==> src/rtl/khazad_ps_bridge.sv <==
// PS 32-bit register bus to KHAZAD core bridge: key/data staging, launch/wait FSM,
// result capture, status, latency count and completion/timeout interrupt.
module khazad_ps_bridge #(
  parameter int unsigned TIMEOUT = 1024,
  parameter int unsigned CNT_W   = 16
) (
  input  logic         clk,
  input  logic         rst_n,
  input  logic         wr_en,
  input  logic [3:0]   wr_addr,
  input  logic [31:0]  wr_data,
  input  logic         rd_en,
  input  logic [3:0]   rd_addr,
  output logic [31:0]  rd_data,
  output logic [127:0] core_key,
  output logic [63:0]  core_din,
  output logic         core_mode,
  output logic         core_start,
  input  logic         core_done,
  input  logic [63:0]  core_dout,
  output logic         irq
);

  localparam logic [CNT_W-1:0] CNT_LAST = CNT_W'(TIMEOUT - 1);
  localparam logic [CNT_W-1:0] CNT_MAX  = {CNT_W{1'b1}};

  typedef enum logic [1:0] {S_IDLE, S_LAUNCH, S_WAIT} state_t;

  state_t           state;
  logic [63:0]      dout_q;
  logic [CNT_W-1:0] cnt_q;
  logic [CNT_W-1:0] latency_q;
  logic             done_q;
  logic             err_q;
  logic             timeout_q;

  logic        busy_c;
  logic        reg_wr_c;
  logic        ctrl_wr_c;
  logic [31:0] rd_mux_c;

  assign busy_c    = (state != S_IDLE);
  assign reg_wr_c  = wr_en && (wr_addr < 4'd6);
  assign ctrl_wr_c = wr_en && (wr_addr == 4'd6);

  // Read mux; unmapped words return zero
  always_comb begin
    rd_mux_c = 32'h0;
    case (rd_addr)
      4'd0:    rd_mux_c = core_key[127:96];
      4'd1:    rd_mux_c = core_key[95:64];
      4'd2:    rd_mux_c = core_key[63:32];
      4'd3:    rd_mux_c = core_key[31:0];
      4'd4:    rd_mux_c = core_din[63:32];
      4'd5:    rd_mux_c = core_din[31:0];
      4'd6:    rd_mux_c = {28'h0, timeout_q, err_q, done_q, busy_c};
      4'd8:    rd_mux_c = dout_q[63:32];
      4'd9:    rd_mux_c = dout_q[31:0];
      4'd10:   rd_mux_c = 32'(latency_q);
      default: rd_mux_c = 32'h0;
    endcase
  end

  always_ff @(posedge clk or negedge rst_n) begin
    if (!rst_n) begin
      state      <= S_IDLE;
      core_key   <= '0;
      core_din   <= '0;
      core_mode  <= 1'b0;
      core_start <= 1'b0;
      irq        <= 1'b0;
      rd_data    <= '0;
      dout_q     <= '0;
      cnt_q      <= '0;
      latency_q  <= '0;
      done_q     <= 1'b0;
      err_q      <= 1'b0;
      timeout_q  <= 1'b0;
    end else begin
      core_start <= 1'b0;
      irq        <= 1'b0;
      if (rd_en) rd_data <= rd_mux_c;

      if (!busy_c) begin
        if (reg_wr_c) begin
          case (wr_addr)
            4'd0:    core_key[127:96] <= wr_data;
            4'd1:    core_key[95:64]  <= wr_data;
            4'd2:    core_key[63:32]  <= wr_data;
            4'd3:    core_key[31:0]   <= wr_data;
            4'd4:    core_din[63:32]  <= wr_data;
            default: core_din[31:0]   <= wr_data;
          endcase
        end
        // Clear is applied before a same-cycle start
        if (ctrl_wr_c && wr_data[2]) begin
          done_q    <= 1'b0;
          err_q     <= 1'b0;
          timeout_q <= 1'b0;
        end
        if (ctrl_wr_c && wr_data[0]) begin
          core_mode  <= wr_data[1];
          done_q     <= 1'b0;
          timeout_q  <= 1'b0;
          latency_q  <= '0;
          core_start <= 1'b1;
          state      <= S_LAUNCH;
        end
      end else begin
        // Staging registers are frozen while the core runs
        if (reg_wr_c || (ctrl_wr_c && wr_data[0])) begin
          err_q <= 1'b1;
        end else if (ctrl_wr_c && wr_data[2]) begin
          err_q     <= 1'b0;
          timeout_q <= 1'b0;
        end
      end

      case (state)
        S_LAUNCH: begin
          cnt_q <= '0;
          state <= S_WAIT;
        end
        S_WAIT: begin
          if (core_done) begin
            dout_q    <= core_dout;
            latency_q <= cnt_q + 1'b1;
            done_q    <= 1'b1;
            irq       <= 1'b1;
            state     <= S_IDLE;
          end else if (cnt_q == CNT_LAST) begin
            timeout_q <= 1'b1;
            irq       <= 1'b1;
            state     <= S_IDLE;
          end else if (cnt_q != CNT_MAX) begin
            cnt_q <= cnt_q + 1'b1;
          end
        end
        S_IDLE: ;
        default: state <= S_IDLE;
      endcase
    end
  end

endmodule

==> config.mk <==
export PLATFORM = sky130hd
export DESIGN_NAME = khazad_ps_bridge
export DESIGN_NICKNAME = d
export VERILOG_FILES = /design/src/rtl/khazad_ps_bridge.sv
export SDC_FILE = /design/constraint.sdc
export NUM_CORES = 1
export LEC_CHECK = 0
export ABC_AREA = 1
export BUFFER_PORTS_ARGS = -buffer_cell sky130_fd_sc_hd__buf_2
export CORE_UTILIZATION = 35
export DETAILED_ROUTE_END_ITERATION = 6
export PLACE_DENSITY = 0.59
export SLEW_MARGIN = 5
export SYNTH_ARGS = -nofsm -noshare
export SYNTH_HDL_FRONTEND = slang
export SYNTH_SLANG_ARGS = --single-unit
==> constraint.sdc <==
create_clock -name clk -period 1.6 [get_ports clk]
set_input_delay 0.16 -clock clk [delete_from_list [all_inputs] [get_ports clk]]
set_output_delay 0.16 -clock clk [all_outputs]
set_load 0.02 [all_outputs]
[Word-level counts from Yosys, hierarchy flattened]
Cells that the tools add are included.
Cells by class
  add/subtract/negate cells: 1
  magnitude comparators: 1
  eq/ne operators: 21
  muxes and demuxes: 34
  bitwise operators: 2
  reductions and logical operators: 20
Operators by type and width (number)
  32-bit one-hot mux with 10 select lines: 1
  16-bit two-way mux: 7
  16-bit one-hot mux with 2 select lines: 1
  4-bit by 3-bit == test with 1-bit output (second input constant): 5
  1-bit two-way mux: 20
  3-bit AND reduction: 6
  16-bit by 1-bit adder with 16-bit output (second input constant): 1
  16-bit by 10-bit == test with 1-bit output (second input constant): 1
  4-bit by 2-bit == test with 1-bit output (second input constant): 4
  16-bit != test (second input constant): 1
  4-bit == test (second input constant): 3
  4-bit by 1-bit == test with 1-bit output (second input constant): 2
  4-bit zero test: 2
  2-bit two-way mux: 4
  2-bit != test (second input constant): 3
  2-bit one-hot mux with 3 select lines: 1
  5-bit OR reduction: 1
  1-bit logical AND: 4
  4-bit by 3-bit < comparator with 1-bit output (second input constant): 1
  2-bit AND reduction: 2
  4-bit AND reduction: 1
  2-bit nonzero test: 2
  2-bit by 1-bit == test with 1-bit output (second input constant): 1
  2-bit == test (second input constant): 1
  other kinds (3): 4
Word-level totals
  flip-flop bits (word level): 328
  bits of input ports: 109
  output and inout port bits: 227
  word-level logic and storage cells: 96

[Depth between registers and ports, before layout]
  depth in word-level cells: 9
  gate-level depth with buffers: 10
  depth with buffers taken out: 10

[Worst setup path after synthesis]
OpenSTA, ideal clock, no wires.
  path kind: reg-to-reg
  from: register cnt_q[0]
  to: register cnt_q[2]
  arrival time: 1.390 ns
  required time: 1.481 ns
  path slack: 0.092 ns
  cell stages (with the launch flop): 9
  buffers on the path: 1
  period minus slack after synthesis: 1.508 ns
  cell sequence: dfrtp_1 ha_1 nand3_1 nor2_2 nand2_1 nand3_2 buf_4 nand3_1 nand2_1
Between the ends
  word-level cells in the longest chain between the ends: 5
Ends and longest elaborated chain
  start, declared: line 31  | logic [CNT_W-1:0] cnt_q;
  start signal, assigned: line 136  | cnt_q <= cnt_q + 1'b1;
  16-bit by 1-bit adder with 16-bit output: line 136
  16-bit two-way mux: line 135  | end else if (cnt_q != CNT_MAX) begin
  16-bit two-way mux: line 131  | end else if (cnt_q == CNT_LAST) begin
  16-bit two-way mux: line 125  | if (core_done) begin
  16-bit one-hot mux with 2 select lines: line 119  | case (state)
Parallel ways exist; a longest one is shown, timed or not. The select of a mux whose other input is x is not followed.
A chain may end at the register's enable or synchronous reset.

[Final worst setup path]
  from: register state[0]
  to: register latency_q[6]
Between the ends
  word-level cells in the longest chain between the ends: 4
Ends and longest elaborated chain
  start, declared: line 29  | state_t state;
  start signal, assigned: line 66  | state <= S_IDLE;
  start signal, assigned: line 107  | state <= S_LAUNCH;
  start signal, assigned: line 122  | state <= S_WAIT;
  2-bit nonzero test: line 42  | assign busy_c = (state != S_IDLE);
  16-bit two-way mux: line 84  | if (!busy_c) begin
  16-bit two-way mux: line 125
  16-bit two-way mux *: line 119
  end signal, assigned: line 127  | latency_q <= cnt_q + 1'b1;
  end, declared: line 32  | logic [CNT_W-1:0] latency_q;
Every way passes the cells marked *; elsewhere a longest branch is shown, timed or not.

==> results.toml <==
[synth]
synth_edf_count = 0
ys_ff_latch = 328
syn-num-nets = 1997
syn_inst = 1887
synth_area_um2 = 15000
ys_seq_area_share_pct = 54.6
ys.flop_type = "dfrtp_1"
ys.warnings.count = 0
synth_cell_types = 35
async_reset_ff_share_pct = 100
synth_area_per_cell_um2 = 7.97

[clock_tree]
cts-root-buf = "clkbuf_16"
ctsHtreeMaxLevel = 2
clk_path_buf_depth = 3
clkLatencyLatePin_ns = 0.56
cts_tree = "yes"
clock-sinks = 328
cts.reportedPaths.clkPinSlew_ns = 0.06
cts_made_buffers = 38

[worst_setup_path]
r2r_end = "latency_q[6]"
startpoint = "state[0]"
r2r_setup_slack_ns = 0.07
end_kind = "flip-flop"
path_class = "reg -> reg"
rr_startpoint = "state[0]"
rr_worst_depth = 7
start_kind = "flip-flop"
worstPathArrival_ns = 1.96
timing.critical_path.to = "latency_q[6]"
required_ns = 2.03
crit_path_max_fanout = 34

[placed_design]
hpwl_um = 40000
port_buffers = 335
place_congestion = 0.919
place_inst = 2758
dp_slack_ns = 0.0254
dpl-instance-area_um2 = 18000

[die]
initial_core_util_pct = 35.7
io-pin-count = 336
core_um2 = 42100
die_w_um = 209
die_h_um = 209
num_rows = 75
dieArea_um2 = 43800

[timing]
rsz0062_at_grt = "yes"
worst_slack_ns = 0.0740
fmax_mhz = 655
period_share_pct = 95.4
hold_viol_final = 0
period_needed_ns = 1.53
setup_viol = 0
fin_skew_ns = 0.0218
fin_tns_setup_ns = 0
drv_slew = 0
tightest_slew_ns = 0.571
relSlewSlack_pct = 61.9

[finish]
final_area_um2 = 20200
drive_gt1_share_pct = 23.3
syn2layout_area_growth_pct = 34.6
final_common_cell = "nand2_1"
nNetsFinal = 2468
stdcell_count = 2929
most-common-layout-cells = "875 x nand2_1, 334 x buf_2, 327 x dfrtp_1, 179 x o21ai_0, 115 x inv_1"

[routing]
initialDrtViolationCount = 1000
via_per_inst = 4.88
drt-pass1-iter-count = 5
postRouteWirelength_um = 56600
vias = 14295
drc = 0
wl_per_cell_um = 19.3
postRouteAntennaNets = 0

[min_path]
hp-class = "in -> reg"

[power]
leakagePower_nw = 10.9
pwr_density_cell_nw_per_um2 = 1230
ir_worst_vdd_v = 0.000849

[run]
max_cap_viol_count = 0

[grt]
antenna_found_initial = 7
grt_max_degree = 49
grt-ovfl-total = 0
grt_pass1_vias = 14377
grtUsageTotal_pct = 26.3
grt_pass1_wl_um = 86600

[run_status]
status = "completed"
where the power goes:
| part | internal, mW | switching [mW] | total, mW |
|---|---|---|---|
| combinational | 1.85 | 3.46 | 5.30 |
| sequential | 9.81 | 1.16 | 11.0 |
| clock | 5.04 | 3.50 | 8.54 |
| total | 16.7 | 8.13 | 24.8 |
worst max-delay path: stages, from the launching register on:
cell     delay, ns
dfrtp_1       0.38
inv_1         0.10
nand2_2       0.13
nor2_4        0.25
inv_2         0.16
buf_12        0.20
nand3_1       0.09
o21ai_1       0.07
how the worst min path moves through the flow:
| stage | endpoint | depth (start not counted) | slack [ns] | startpoint |
|---|---|---|---|---|
| floorplan | cnt_q[0] | 0 | -0.14 | rst_n |
| global placement | dout_q[16] | 1 | 0.16 | rst_n |
| detailed placement | dout_q[16] | 1 | 0.16 | rst_n |
| CTS | core_key[11] | 3 | 0.02 | wr_data[11] |
| global route | core_key[75] | 3 | 0.04 | wr_data[11] |
| finish | core_key[0] | 3 | 0.04 | wr_data[0] |
synthesized netlist by cell type (all sizes together), types with 4 or more instances:
cell type | n | share of area [%]
xor2 | 4 | 0.23
xnor2 | 4 | 0.23
inv | 119 | 3.0
dfrtp | 328 | 55
o21ai | 259 | 9.6
nor2 | 123 | 3.4
buf | 64 | 2.9
clkbuf | 23 | 0.60
nand3 | 65 | 2.3
nand4 | 6 | 0.45
nand2 | 882 | 22
flip-flops by register name, summed over array words and instances (netlist names):
| name | count |
|---|---|
| core_din | 64 |
| core_key | 128 |
| latency_q | 16 |
| dout_q | 64 |
| core_start | 1 |
| err_q | 1 |
| timeout_q | 1 |
| cnt_q | 16 |
| irq | 1 |
| state | 2 |
| done_q | 1 |
| rd_data | 32 |
| core_mode | 1 |
cell type report:
class                      count  area, µm²
antenna                        4       10.0
clock buffer                  62       1180
clock inverter                 6       36.3
fill                        4112      21900
inverter                     119        449
multi-input combinational   1353       5950
sequential                   328       8210
tap                          539        674
timing repair buffer         518       3720
what timing repair did:
action / 4_1_cts / 5_1_grt
gates resized for setup: 0 / 13
setup buffers: 0 / 4
endpoints found under the setup margin: 0 / 153
endpoints found under the hold margin: 528 / 0
hold buffers: 95 / 0
cell families after synthesis:
logic type	share of synthesized area, %
XOR/XNOR	0.466
AO/OA/AOI/OAI	9.84
buffers and inverters	6.50
AND/OR/NAND/NOR	28.5
flip-flops	54.6
adder cells (fa/ha/maj)	0.0832
layer usage:
metal	wire (µm)	global-route usage [%]	part of all wire [%]	up-vias
li1	-	-	-	6855
met1	23400	33.2	41	6799
met2	26800	43.1	47	510
met3	4080	6.09	7.2	123
met4	2240	11.5	4.0	8
met5	51	0	0.090	-
through the flow:
stage          util, %  hold slack [ns]  power (mW)
3_5_place_dp      42.7            0.155        16.2
3_3_place_gp      42.7            0.157        16.1
6_report          48.0           0.0419        24.8
2_1_floorplan        -           -0.136        13.6
4_1_cts           47.8           0.0209        25.0
5_1_grt           48.0           0.0389        26.0
(Power assumes the default switching activity.)
